[src/rtl/sevenseg_scanner.sv]
// rtl/sevenseg_scanner.sv - multiplexed 8-digit common-anode 7-segment driver
// Loads are double-buffered and committed at the 7->0 digit wrap so a frame never tears.
module sevenseg_scanner #(
  parameter int CLK_FREQ_HZ  = 12_500_000,
  parameter int REFRESH_HZ   = 1000,
  parameter int BLANK_CYCLES = 16
) (
  input  logic        clk,
  input  logic        rst,
  input  logic [31:0] i_value,
  input  logic [7:0]  i_en,
  input  logic [7:0]  i_dp,
  input  logic        i_load,
  output logic [7:0]  o_an,
  output logic [6:0]  o_seg,
  output logic        o_dp_n,
  output logic        o_frame
);
  localparam int DIGIT_CYCLES = CLK_FREQ_HZ / (REFRESH_HZ * 8);
  localparam int CW = $clog2(DIGIT_CYCLES);
  typedef logic [CW-1:0] cnt_t;
  localparam cnt_t CNT_LAST   = cnt_t'(DIGIT_CYCLES - 1);
  localparam cnt_t BLANK_LAST = cnt_t'(BLANK_CYCLES - 1);

  if (DIGIT_CYCLES <= BLANK_CYCLES) begin : g_bad_params
    $error("sevenseg_scanner: DIGIT_CYCLES must exceed BLANK_CYCLES");
  end

  typedef enum logic {BLANK, DRIVE} state_t;

  state_t      state_q, state_d;
  cnt_t        cnt_q, cnt_d;
  logic [2:0]  dig_q, dig_d;
  logic [31:0] act_val_q, act_val_d, pend_val_q, pend_val_d;
  logic [7:0]  act_en_q, act_en_d, pend_en_q, pend_en_d;
  logic [7:0]  act_dp_q, act_dp_d, pend_dp_q, pend_dp_d;
  logic        pend_vld_q, pend_vld_d;
  logic [7:0]  an_q, an_d;
  logic [6:0]  seg_q, seg_d;
  logic        dp_n_q, dp_n_d;
  logic        frame_q, frame_d;
  logic        boundary;
  logic [3:0]  nibble;

  function automatic logic [6:0] decode(input logic [3:0] n);
    case (n)
      4'h0: decode = 7'b0000001;
      4'h1: decode = 7'b1001111;
      4'h2: decode = 7'b0010010;
      4'h3: decode = 7'b0000110;
      4'h4: decode = 7'b1001100;
      4'h5: decode = 7'b0100100;
      4'h6: decode = 7'b0100000;
      4'h7: decode = 7'b0001111;
      4'h8: decode = 7'b0000000;
      4'h9: decode = 7'b0000100;
      4'hA: decode = 7'b0001000;
      4'hB: decode = 7'b1100000;
      4'hC: decode = 7'b0110001;
      4'hD: decode = 7'b1000010;
      4'hE: decode = 7'b0110000;
      default: decode = 7'b0111000;
    endcase
  endfunction

  always_ff @(posedge clk) begin
    if (rst) begin
      state_q    <= BLANK;
      cnt_q      <= '0;
      dig_q      <= '0;
      act_val_q  <= '0;
      act_en_q   <= '0;
      act_dp_q   <= '0;
      pend_val_q <= '0;
      pend_en_q  <= '0;
      pend_dp_q  <= '0;
      pend_vld_q <= 1'b0;
      an_q       <= 8'hFF;
      seg_q      <= 7'h7F;
      dp_n_q     <= 1'b1;
      frame_q    <= 1'b0;
    end else begin
      state_q    <= state_d;
      cnt_q      <= cnt_d;
      dig_q      <= dig_d;
      act_val_q  <= act_val_d;
      act_en_q   <= act_en_d;
      act_dp_q   <= act_dp_d;
      pend_val_q <= pend_val_d;
      pend_en_q  <= pend_en_d;
      pend_dp_q  <= pend_dp_d;
      pend_vld_q <= pend_vld_d;
      an_q       <= an_d;
      seg_q      <= seg_d;
      dp_n_q     <= dp_n_d;
      frame_q    <= frame_d;
    end
  end

  assign nibble   = act_val_q[{dig_q, 2'b00} +: 4];
  assign boundary = (state_q == DRIVE) && (cnt_q == CNT_LAST) && (dig_q == 3'd7);

  always_comb begin
    state_d = state_q;
    cnt_d   = cnt_q + cnt_t'(1);
    dig_d   = dig_q;
    an_d    = 8'hFF;
    seg_d   = 7'h7F;
    dp_n_d  = 1'b1;
    frame_d = (state_q == BLANK) && (dig_q == 3'd0) && (cnt_q == '0);
    case (state_q)
      BLANK: begin
        if (cnt_q == BLANK_LAST) state_d = DRIVE;
      end
      default: begin
        an_d   = act_en_q[dig_q] ? ~(8'b1 << dig_q) : 8'hFF;
        seg_d  = decode(nibble);
        dp_n_d = ~(act_dp_q[dig_q] & act_en_q[dig_q]);
        if (cnt_q == CNT_LAST) begin
          state_d = BLANK;
          cnt_d   = '0;
          dig_d   = dig_q + 3'd1;
        end
      end
    endcase
  end

  // A load landing on the wrap cycle goes straight to active; otherwise it waits in pending.
  always_comb begin
    act_val_d  = act_val_q;
    act_en_d   = act_en_q;
    act_dp_d   = act_dp_q;
    pend_val_d = pend_val_q;
    pend_en_d  = pend_en_q;
    pend_dp_d  = pend_dp_q;
    pend_vld_d = pend_vld_q;
    if (boundary) begin
      if (i_load) begin
        act_val_d  = i_value;
        act_en_d   = i_en;
        act_dp_d   = i_dp;
        pend_vld_d = 1'b0;
      end else if (pend_vld_q) begin
        act_val_d  = pend_val_q;
        act_en_d   = pend_en_q;
        act_dp_d   = pend_dp_q;
        pend_vld_d = 1'b0;
      end
    end else if (i_load) begin
      pend_val_d = i_value;
      pend_en_d  = i_en;
      pend_dp_d  = i_dp;
      pend_vld_d = 1'b1;
    end
  end

  assign o_an    = an_q;
  assign o_seg   = seg_q;
  assign o_dp_n  = dp_n_q;
  assign o_frame = frame_q;
endmodule
[config.mk]
export PLATFORM = sky130hd
export DESIGN_NAME = sevenseg_scanner
export DESIGN_NICKNAME = d
export VERILOG_FILES = /design/src/rtl/sevenseg_scanner.sv
export SDC_FILE = /design/constraint.sdc
export NUM_CORES = 1
export LEC_CHECK = 0
export BUFFER_PORTS_ARGS = -buffer_cell sky130_fd_sc_hd__buf_2
export CORE_MARGIN = 3
export CORE_UTILIZATION = 49
export DETAILED_ROUTE_END_ITERATION = 7
export MAX_ROUTING_LAYER = met4
export PLACE_DENSITY_LB_ADDON = 0.25
export SYNTH_ARGS = -nofsm -noshare
export SYNTH_HDL_FRONTEND = slang
export SYNTH_SLANG_ARGS = --single-unit
[constraint.sdc]
create_clock -name clk -period 4.6 [get_ports clk]
set_input_delay 0.69 -clock clk [delete_from_list [all_inputs] [get_ports clk]]
set_output_delay 0.69 -clock clk [all_outputs]
set_load 0.005 [all_outputs]
---- Yosys cells after proc, flatten, opt, wreduce, memory -nomap -nowiden ----
Memories as Yosys holds them, arrays and structs flattened. A register that Yosys moved wholly into a read port is not among the register bits.
Index checks and enable logic that the tools add are counted.
word-level totals
  flip-flop bits (word level) ............. 122
  bits in latches ......................... 0
  memory bits (writable) .................. 0
  ROM bits ................................ 112
  input bits .............................. 51
  output and inout bits ................... 17
  word-level logic and storage cells ...... 56
  memories ................................ 1
memory list
  name              words  width  read ports  clocked after memory_dff  write ports  RTL line  RTL
  (name not given)  16     7      1           1                         0            46        case (n)
cells by class
  add/subtract/negate cells ............... 2
  multiply operators ...................... 0
  div/mod/pow operators ................... 0
  $lt $le $gt $ge ......................... 1
  equal/unequal tests ..................... 3
  shift operators ......................... 2
  multiplexer cells ....................... 15
  bitwise logic cells ..................... 6
  reduce and logical (&&, ||, !) cells .... 13
operators with widths
  cell                                                        count
  2-to-1 mux 32 bit                                           2
  2-to-1 mux 8 bit                                            4
  indexed part select 32 x 6 -> 4 bit                         1
  2-to-1 mux 11 bit                                           2
  adder 11 x 1 -> 11 bit, second input constant               1
  == test 11 bit, second input constant                       1
  == test 11 x 4 -> 1 bit, second input constant              1
  logical NOT 11 bit                                          1
  NOT 8 bit                                                   1
  << shifter 1 x 3 -> 8 bit, first input constant             1
  binary-select mux 1 bit (select 3 bit)                      2
  AND reduction 2 bit                                         3
  2-to-1 mux 1 bit                                            5
  logical AND 1 bit                                           4
  less-than comparator 3 x 4 -> 1 bit, second input constant  1
  NOT 1 bit                                                   4
  OR reduction 2 bit                                          2
  adder 3 x 1 -> 3 bit, second input constant                 1
  == test 3 bit, second input constant                        1
  logical NOT 3 bit                                           1
  OR reduction 3 bit                                          1
  nonzero test 2 bit                                          1
  bitwise AND 1 bit                                           1

---- Logic depth before layout (Yosys ltp) ----
Gate-level depths: netlist of the first run.
  word-level depth ........................ 5
  mapped depth ............................ 10

---- Least setup slack after synthesis of the first run ----
OpenSTA, ideal clock, no wires.
  kind .................................... register -> register
  start ................................... reg dig_q[0]
  end ..................................... reg seg_q[3] (netlist: o_seg[3])
  library setup time ...................... 0.137 ns
  arrival ................................. 2.427 ns
  data required time ...................... 4.463 ns
  setup slack ............................. 2.036 ns
  cell stages (with the launch flop) ...... 11
  buffers on the path ..................... 2
  clock period less this slack ............ 2.564 ns
  cell sequence ........................... dfxtp_1 buf_2 buf_4 mux4_2 mux2i_1 inv_1 ha_1 inv_1 a21oi_1 a2111oi_0 a31oi_1
on the way
  longest elaborated chain between the ends .. 1
RTL lines
  item                                 RTL line  RTL
  start: declaration                   33        logic [2:0] dig_q, dig_d;
  start signal: assignment             85        dig_q <= dig_d;
  indexed part select 32 x 6 -> 4 bit  100       assign nibble = act_val_q[{dig_q, 2'b00} +: 4];
  end: declaration                     39        logic [6:0] seg_q, seg_d;
Every way passes these cells.
A chain may end at the register's enable or synchronous reset.

---- Worst setup path in the final report of the first run ----
Same ends and word-level chain as after synthesis.

==> results of run 1 <==
[registers in the layout (all words and copies together) (netlist names)]
register,flops
o_an,8
state_q,1
pend_en_q,8
pend_dp_q,8
dig_q,3
o_seg,7
act_dp_q,8
act_en_q,8
pend_vld_q,1
cnt_q,11
pend_val_q,32
o_dp_n,1
o_frame,1
act_val_q,32
[area by class of cell]
type / count / area [µm²]
inverter: 9 / 33.8
tap: 143 / 179
sequential: 129 / 2580
timing repair buffer: 72 / 388
multi-input combinational: 427 / 3000
clock buffer: 26 / 519
fill: 1007 / 4810
clock inverter: 5 / 50.0
[how the worst max path moves through the flow]
| stage | cells past startpoint | end |
|---|---|---|
| 2_1_floorplan | 10 | o_seg[3] |
| 3_3_place_gp | 7 | o_seg[3] |
| 3_5_place_dp | 7 | o_seg[3] |
| 4_1_cts | 7 | o_seg[3] |
| 5_1_grt | 7 | o_seg[3] |
| 6_report | 7 | o_seg[3] |
[stage by stage]
stage	instances	power, mW	hold slack, ns	worst slack, ns
floorplan	609	1.28	0.436	2.04
global placement	780	1.33	0.441	1.72
detailed placement	780	1.33	0.446	1.61
CTS	811	2.60	0.453	1.60
global route	811	2.67	0.465	1.32
finish	811	2.58	0.451	1.55
[report_power, final]
group / leakage (nW) / switching (mW) / internal (mW)
clock network: 0.286 / 0.453 / 0.822
logic: 1.28 / 0.0912 / 0.0573
registers: 1.05 / 0.0137 / 1.15
[critical path, cell delays in order (launching register included)]
cell and delay (ns):
dfxtp_1 0.59, buf_4 0.31, mux4_2 0.52, mux2i_1 0.52
inv_1 0.17, ha_1 0.28, a2111oi_0 0.44, a31oi_1 0.07
[metal layers]
layer	GRT usage	up-vias
met5	-	-
li1	-	2212
met4	0.0861	0
met3	0.0454	20
met2	0.305	112
met1	0.259	2061
[cells by family after synthesis]
logic type | count (synthesis) | synth area share
flops | 129 | 0.440
mux | 69 | 0.139
buf+inv | 53 | 0.0514
simple gates | 212 | 0.152
fa+ha+maj | 15 | 0.0320
xor+xnor | 8 | 0.0119
compound gates | 123 | 0.174
[Yosys cell counts (all sizes together) (5+ instances only)]
| cell type | n |
|---|---|
| ha | 15 |
| a211oi | 49 |
| clkbuf | 22 |
| a21oi | 55 |
| nand2 | 117 |
| dfxtp | 129 |
| o21ai | 5 |
| nor2 | 65 |
| mux2i | 58 |
| inv | 9 |
| mux4 | 10 |
| buf | 22 |
==> impl_results.md, run 1 <==
- Status: finished, final reports clean
- # diodes: 0
- Tcrit/Tclk final: 0.662
- Detail Placement HPWL: 8.26 mm
- Total clock buffers created by CTS: 17
- Placed cell area: 6180 µm²
- First-pass GRT wire length: 20.4 mm
- Distinct cells, synth: 47
- Synth Warn #: 0
- Leakage: roughly 2.6 nW
- Worst Reg-to-Reg Cells: 7
- Via density per instance: between 5 and 6
- Top cell type's share of synthesized area: 0.440
- Slew Limit Fails: 0
- Post-synthesis average cell area: slightly below 10 µm²
- CP Launch Point: dig_q[0]
- Most common cell after layout, fill and taps aside: dfxtp_1
- Post-CTS Setup Bufs: 0
- Worst IR drop on VDD: 315 µV
- Setup Viol. Count Final: 0
- Area leader, netlist: dfxtp_1
- RSZ-0062 raised after global routing: no
- DR vias: 4405
- Worst Tran Pin Value: 1.01 ns
- Skew final: 0.0123 ns
- Initial antenna violation count: 0
- Design Area, Final: between 6000 and 7000 µm²
- Part of the Yosys area used for sequential elements: 0.440
- P&R area growth vs syn: 15.0%
- Pwr per Cell Area: 382 nW/µm²
- TNS Setup: 0 ns
- TritonCTS clock tree: built
- Number of synthesized flops with an enable pin: 0
- Most frequent cells in the layout: dfxtp_1 (129), nand2_1 (117), buf_2 (66), nor2_1 (65), mux2i_1 (58)
- MaxCap Viol Count: 0
- Post-synth ARST share: 0
- # H-tree levels: 4
- WL met3: 579 µm
- Vias in the first global route: approximately 4200
- WL/cell: about 15 µm
- Met2 routed WL: ~5.7 mm
- Antenna-violating nets left: 0
- Relative slew margins: 0.305
- Minimum clock period: between 3 and 4 ns
- Die footprint: 13300 µm²
- Syn nets: 675
- Wl on met1: 5.82 mm
- Cell count after synthesis: 609
- Residual DRC: 0
- Hold/Removal Path Class: flop to flop
- R2R setup slack: ~1.6 ns
- Max clock buf depth: 2
- Port-buffer cells: 67
- Initial Util: 0.508
- Setup Crit Path Kind: flop to flop
- Hold buffers post-CTS: 0
- Clock root buffer: clkbuf_16
- Crit end category: flop
- Final core occ: 0.584
- Top FF cell, synth: dfxtp_1
- CP required: 4.86 ns
- Worst EP arrival: 3.30 ns
- FP Rows: 39
- Die H: 115 µm
- Worst reg2reg path endpoint: o_seg[3]
- Hold Crit Depth: 2
- Drt pass-1 iters: 4
- Total track usage: 0.201
- Highest metal used: met4
- Synthesized area: 5870 µm²
- Layout cells sized above 1: 0.250
- Reg2reg start: dig_q[0]
- Crit start category: flop
- Synth top area cells: dfxtp_1 (44%), a211oi_2 (10%), mux2i_1 (9.9%), nand2_1 (7.5%), a21oi_1 (4.7%)
- GP Congestion: roughly 0.88
- CTS Sinks: 129
- Hold path startpoint: pend_val_q[23]
- Routed WL: 12.3 mm
- Cts repair resizes: 0
- Worst-Skew Late Latency: 0.42 ns
- Yosys reg bits: 129
- Remaining Overflow, GRT: 0
- Die Width: 115 µm
- Reg clk slew, reported paths: around 0.050 ns
- Fin. Hold Viols: 0
- Ports: 68
- Initial DRC Count: 280
- Core box area: 11600 µm²
- CP Max Fanout: 11
- Hold endpoint: pend_val_q[23]
- Final net count: 722
- Pin count of the biggest net entering global routing: 60
- Fmax: ~330 MHz
(Power assumes the default switching activity.)
==> inputs of run 2 (changes only) <==
==> constraint.sdc (replaced) <==
create_clock -name clk -period 2.6 [get_ports clk]
set_input_delay 0.39 -clock clk [delete_from_list [all_inputs] [get_ports clk]]
set_output_delay 0.39 -clock clk [all_outputs]
set_load 0.005 [all_outputs]
==> run 2 against run 1 <==
  * Total power increased by 76%
  * Setup slack got worse by 1.2 ns
  * Clock power increased by 73%
  * Via count increased by 0.18%
  * Flip-flop and latch count unchanged
  * Combinational power increased by 79%
  * Core utilization increased by 0.58 points
  * Clock skew decreased by 0.0041 ns
  * Final area increased by 1.0%
  * Critical path type unchanged
  * Largest power group unchanged
==> impl_results.md, run 2 (synthesized netlist as in run 1, its figures left out) <==
- Vias in the first global route: 4315
- Die Width: between 100 and 150 µm
- Detail Placement HPWL: ~8.5 mm
- Hold buffers post-CTS: 0
- Slew Limit Fails: 0
- Met1 usage in global routing: 0.259
- Pwr per Cell Area: 665 nW/µm²
- Skew final: 0.00827 ns
- Die footprint: around 13000 µm²
- Final net count: 733
- Post-CTS Setup Bufs: 0
- Worst Reg-to-Reg Cells: 8
- Ports: 68
- CP Max Fanout: 9
- GP Congestion: 0.864
- Total track usage: 0.204
- FP Rows: 39
- Clock root buffer: clkbuf_16
- Comb power frac: 0.059
- Drt pass-1 iters: 5
- Minimum clock period: 2.29 ns
- Worst Tran Pin Value: 0.600 ns
- Hold/Removal Path Class: primary input to flop
- Via density per instance: 5.37
- CP required: roughly 2.9 ns
- Crit end category: flop
- Fin. Hold Viols: 0
- Met3 Resource Use GR: 0.0616
- Fmax: 437 MHz
- Worst EP arrival: 2.57 ns
- Placed instance count: 791
- Reg2reg start: dig_q[0]
- Initial Util: 0.508
- Top Registers: act_val_q: 32 flops, pend_val_q: 32 flops, cnt_q: 11 flops
- Layout cells sized above 1: 0.261
- Total clock buffers created by CTS: 17
- Tcrit/Tclk final: 0.881
- Most common cell after layout, fill and taps aside: dfxtp_1
- Port-buffer cells: 67
- Max clock buf depth: 2
- Setup Crit Path Kind: flop to flop
- First-pass GRT wire length: between 20 and 25 mm
- MaxCap Viol Count: 0
- Worst-Skew Late Latency: roughly 0.42 ns
- DR vias: 4413
- Clock network power share: 0.489
- WL/cell: around 15 µm
- Met2 GRT Util: 0.302
- Relative slew margins: 0.600
- TNS Setup: 0 ns
- P_sw: about 1.0 mW
- Crit start category: flop
- Die H: 115 µm
- Residual DRC: 0
- Antenna-violating nets left: 0
- Setup Viol. Count Final: 0
- # diodes: 0
- Pin count of the biggest net entering global routing: 67
- Worst reg2reg path endpoint: o_seg[3]
- Initial DRC Count: roughly 240
- TritonCTS clock tree: built
- Finished Layout Cells: 822
- Core box area: 11600 µm²
- R2R setup slack: 0.31 ns
- Cts repair resizes: 0
- Internal power: 3.54 mW
- Routed WL: 12.4 mm
- Remaining Overflow, GRT: 0
- Initial antenna violation count: 0
- Hold endpoint: pend_val_q[10]
- P&R area growth vs syn: 16.2%
- Reg clk slew, reported paths: 0.06 ns
- Worst IR drop on VDD: 383 µV
- Hold Crit Depth: 3
- RSZ-0062 raised after global routing: no
- Status: finished, final reports clean
- CTS Sinks: 129
- Most frequent cells in the layout: dfxtp_1 (128), nand2_1 (117), buf_2 (66), nor2_1 (65), mux2i_1 (58)
- Leakage: 2.66 nW
- Seq pwr share: 0.452
- Sw Share: 0.221
- Hold path startpoint: i_value[10]
- Grt peak-use layer: met2
- # H-tree levels: 4
- Final core occ: 0.590
-- run 2: power by group through the flow --
stage / logic (mW) / registers, mW / clock network (mW)
after floorplan: 0.179 / 2.09 / 0
after global placement: 0.262 / 2.09 / 0
after detailed placement: 0.269 / 2.09 / 0
after CTS: 0.271 / 2.05 / 2.27
after global routing: 0.299 / 2.06 / 2.35
final: 0.267 / 2.05 / 2.22
-- run 2: area by class of cell --
class,instances,area [µm²]
multi-input cells,427,3000
clock buffers,26,499
inverters,9,33.8
well taps,143,179
fillers,984,4740
clock inverters,5,52.6
repair buffers,83,470
flip-flops and latches,129,2580
-- run 2: routing by layer --
layer	part of all wire	up-vias
li1	-	2230
met1	0.46	2044
met2	0.46	114
met3	0.056	25
met4	0.020	0
met5	0	-
-- run 2: how the worst max path moves through the flow --
stage | startpoint | to | slack, ns | cells past startpoint
6_report | dig_q[0] | o_seg[3] | 0.31 | 8
5_1_grt | dig_q[1] | o_seg[3] | 0.13 | 8
4_1_cts | dig_q[0] | o_seg[3] | 0.13 | 8
3_5_place_dp | dig_q[0] | o_seg[3] | 0.13 | 8
3_3_place_gp | dig_q[0] | o_seg[3] | 0.32 | 8
2_1_floorplan | dig_q[0] | o_seg[3] | 0.04 | 10
-- run 2: per-stage QoR --
| stage | power, mW | worst slack (ns) | instance area [µm²] | hold WS, ns |
|---|---|---|---|---|
| global route | 4.71 | 0.132 | 6820 | 0.215 |
| CTS | 4.59 | 0.133 | 6820 | 0.201 |
| floorplan | 2.27 | 0.0360 | 5870 | 0.436 |
| global placement | 2.35 | 0.320 | 6270 | 0.441 |
| detailed placement | 2.36 | 0.131 | 6270 | 0.446 |
| finish | 4.54 | 0.310 | 6820 | 0.221 |
-- run 2: critical path, stage by stage, from the launching register on --
cell and delay (ns):
dfxtp_2 0.46, mux4_2 0.54, mux2i_1 0.19, inv_1 0.11, ha_1 0.19, inv_1 0.07, a21oi_1 0.04, a2111oi_1 0.47
a31oi_1 0.08
==> inputs of run 3 (changes only) <==
==> constraint.sdc (replaced) <==
create_clock -name clk -period 2.9 [get_ports clk]
set_input_delay 0.435 -clock clk [delete_from_list [all_inputs] [get_ports clk]]
set_output_delay 0.435 -clock clk [all_outputs]
set_load 0.005 [all_outputs]
==> run 3 against run 2 <==
  * Clock skew fell by 0.0030 ns
  * Die area stayed put
  * Non-clock buffer count decreased by 3
  * Sequential power is 10% lower
  * Combinational power decreased by 10%
  * Clock-buffer cell count is 5 lower
  * Global-route usage increased by 0.061 points
  * Critical path type unchanged
  * Largest cell class unchanged
==> impl_results.md, run 3 (synthesized netlist as in run 1, its figures left out) <==
- Worst reg2reg path endpoint: o_seg[3]
- Crit end category: flop
- Slew Limit Fails: 0
- Clock network power share: 0.534
- Routed WL: 12.3 mm
- Hold endpoint: pend_val_q[9]
- Pwr per Cell Area: about 640 nW/µm²
- # H-tree levels: 4
- Drt pass-1 iters: 4
- WL met3: 578 µm
- CP required: 3.16 ns
- Setup Viol. Count Final: 0
- Seq pwr share: 0.412
- RSZ-0062 raised after global routing: no
- Hold buffers post-CTS: 0
- Skew final: 0.00528 ns
- Relative slew margins: 0.455
- Reg2reg start: dig_q[0]
- Via density per instance: roughly 5.4
- Remaining Overflow, GRT: 0
- Wl on met1: between 5 and 6 mm
- Comb power frac: 0.054
- DR vias: 4427
- Worst Tran Pin Value: 0.815 ns
- CTS Sinks: 129
- P&R area growth vs syn: 17.9%
- Final core occ: 0.599
- Reg clk slew, reported paths: 0.06 ns
- Filler cells: just under 1000
- Setup Crit Path Kind: flop to flop
- Final net count: 730
- Ports: 68
- Initial Util: 0.508
- Worst Reg-to-Reg Cells: 8
- Detail Placement HPWL: between 8 and 9 mm
- First-pass GRT wire length: 20.8 mm
- MaxCap Viol Count: 0
- Sw Share: 0.207
- Top Registers: act_val_q: 32 flops, pend_val_q: 32 flops, cnt_q: 11 flops
- Fin. Hold Viols: 0
- Leakage: about 2.7 nW
- Highest metal used: met4
- Layout cells sized above 1: 0.260
- Initial DRC Count: 210
- # diodes: 0
- Hold/Removal Path Class: primary input to flop
- Most common cell after layout, fill and taps aside: dfxtp_1
- Antenna-violating nets left: 0
- Total clock buffers created by CTS: 17
- Most frequent cells in the layout: dfxtp_1 (129), nand2_1 (117), buf_2 (66), nor2_1 (65), mux2i_1 (58)
- Total Power: 4.46 mW
- Hold path startpoint: i_value[9]
- Hold Crit Depth: 3
- Fmax: 386 MHz
- Cts repair resizes: 0
- Vias in the first global route: 4365
- Die Width: about 120 µm
- FP Rows: 39
- Met2 routed WL: 5.74 mm
- GP Congestion: 0.846
- Status: finished, final reports clean
- Crit start category: flop
- TNS Setup: 0 ns
- Port-buffer cells: 67
- Die footprint: 13300 µm²
- Total track usage: 0.205
- TritonCTS clock tree: built
- Minimum clock period: about 2.6 ns
- Pin count of the biggest net entering global routing: 67
- CP Max Fanout: 11
- Clock root buffer: clkbuf_16
- Smallest hold slack: between 0.2 and 0.3 ns
- Worst EP arrival: between 2 and 3 ns
- Die H: 115 µm
- Post-CTS Setup Bufs: 0
- Worst-Skew Late Latency: 0.42 ns
- Worst IR drop on VDD: 303 µV
- Core box area: 11600 µm²
- Internal power: 3.54 mW
- Residual DRC: 0
- WL/cell: 15.1 µm
- Tcrit/Tclk final: 0.893
- Initial antenna violation count: 0
- Max clock buf depth: 2
- P_sw: 0.923 mW
- R2R setup slack: 0.31 ns
==> run 3: layer usage <==
layer / up-vias / global-route usage
met2: 100 / 0.322
li1: 2217 / -
met4: 0 / 0.0759
met3: 20 / 0.0512
met1: 2090 / 0.256
met5: - / -
==> run 3: layout make-up <==
type                       count  area, µm²  area share
clock buffer                  21        450      0.0651
clock inverter                11        209      0.0302
inverter                       9       33.8     0.00488
multi-input combinational    427       3000       0.434
sequential                   129       2580       0.373
tap                          143        179      0.0258
timing repair buffer          80        468      0.0676
==> run 3: stage by stage <==
step           area, µm²  instances  worst slack [ns]
6_report            6920        820             0.309
3_5_place_dp        6240        787             0.260
5_1_grt             6920        820             0.164
3_3_place_gp        6240        787             0.403
2_1_floorplan       5870        609             0.336
4_1_cts             6900        819             0.267
==> run 3: worst max path at each step <==
stage	start	endpoint	cells past startpoint
floorplan	dig_q[0]	o_seg[3]	10
global placement	dig_q[1]	pend_val_q[19]	5
detailed placement	dig_q[1]	pend_val_q[12]	5
CTS	dig_q[1]	pend_val_q[12]	5
global route	dig_q[0]	o_seg[3]	8
finish	dig_q[0]	o_seg[3]	8
==> run 3: critical path, cell delays in order, from the launching register on <==
cell and delay, ns:
dfxtp_1 0.68, mux4_2 0.60, mux2i_1 0.18, inv_1 0.11, ha_1 0.19, inv_1 0.07
a21oi_1 0.04, a2111oi_0 0.45, a31oi_1 0.10
==> run 3: power by group through the flow <==
stage	combinational, mW	sequential, mW	clock (mW)
after floorplan	0.161	1.87	0
after global placement	0.232	1.87	0
after detailed placement	0.238	1.88	0
after CTS	0.240	1.84	2.43
after global routing	0.270	1.84	2.52
final	0.240	1.84	2.38
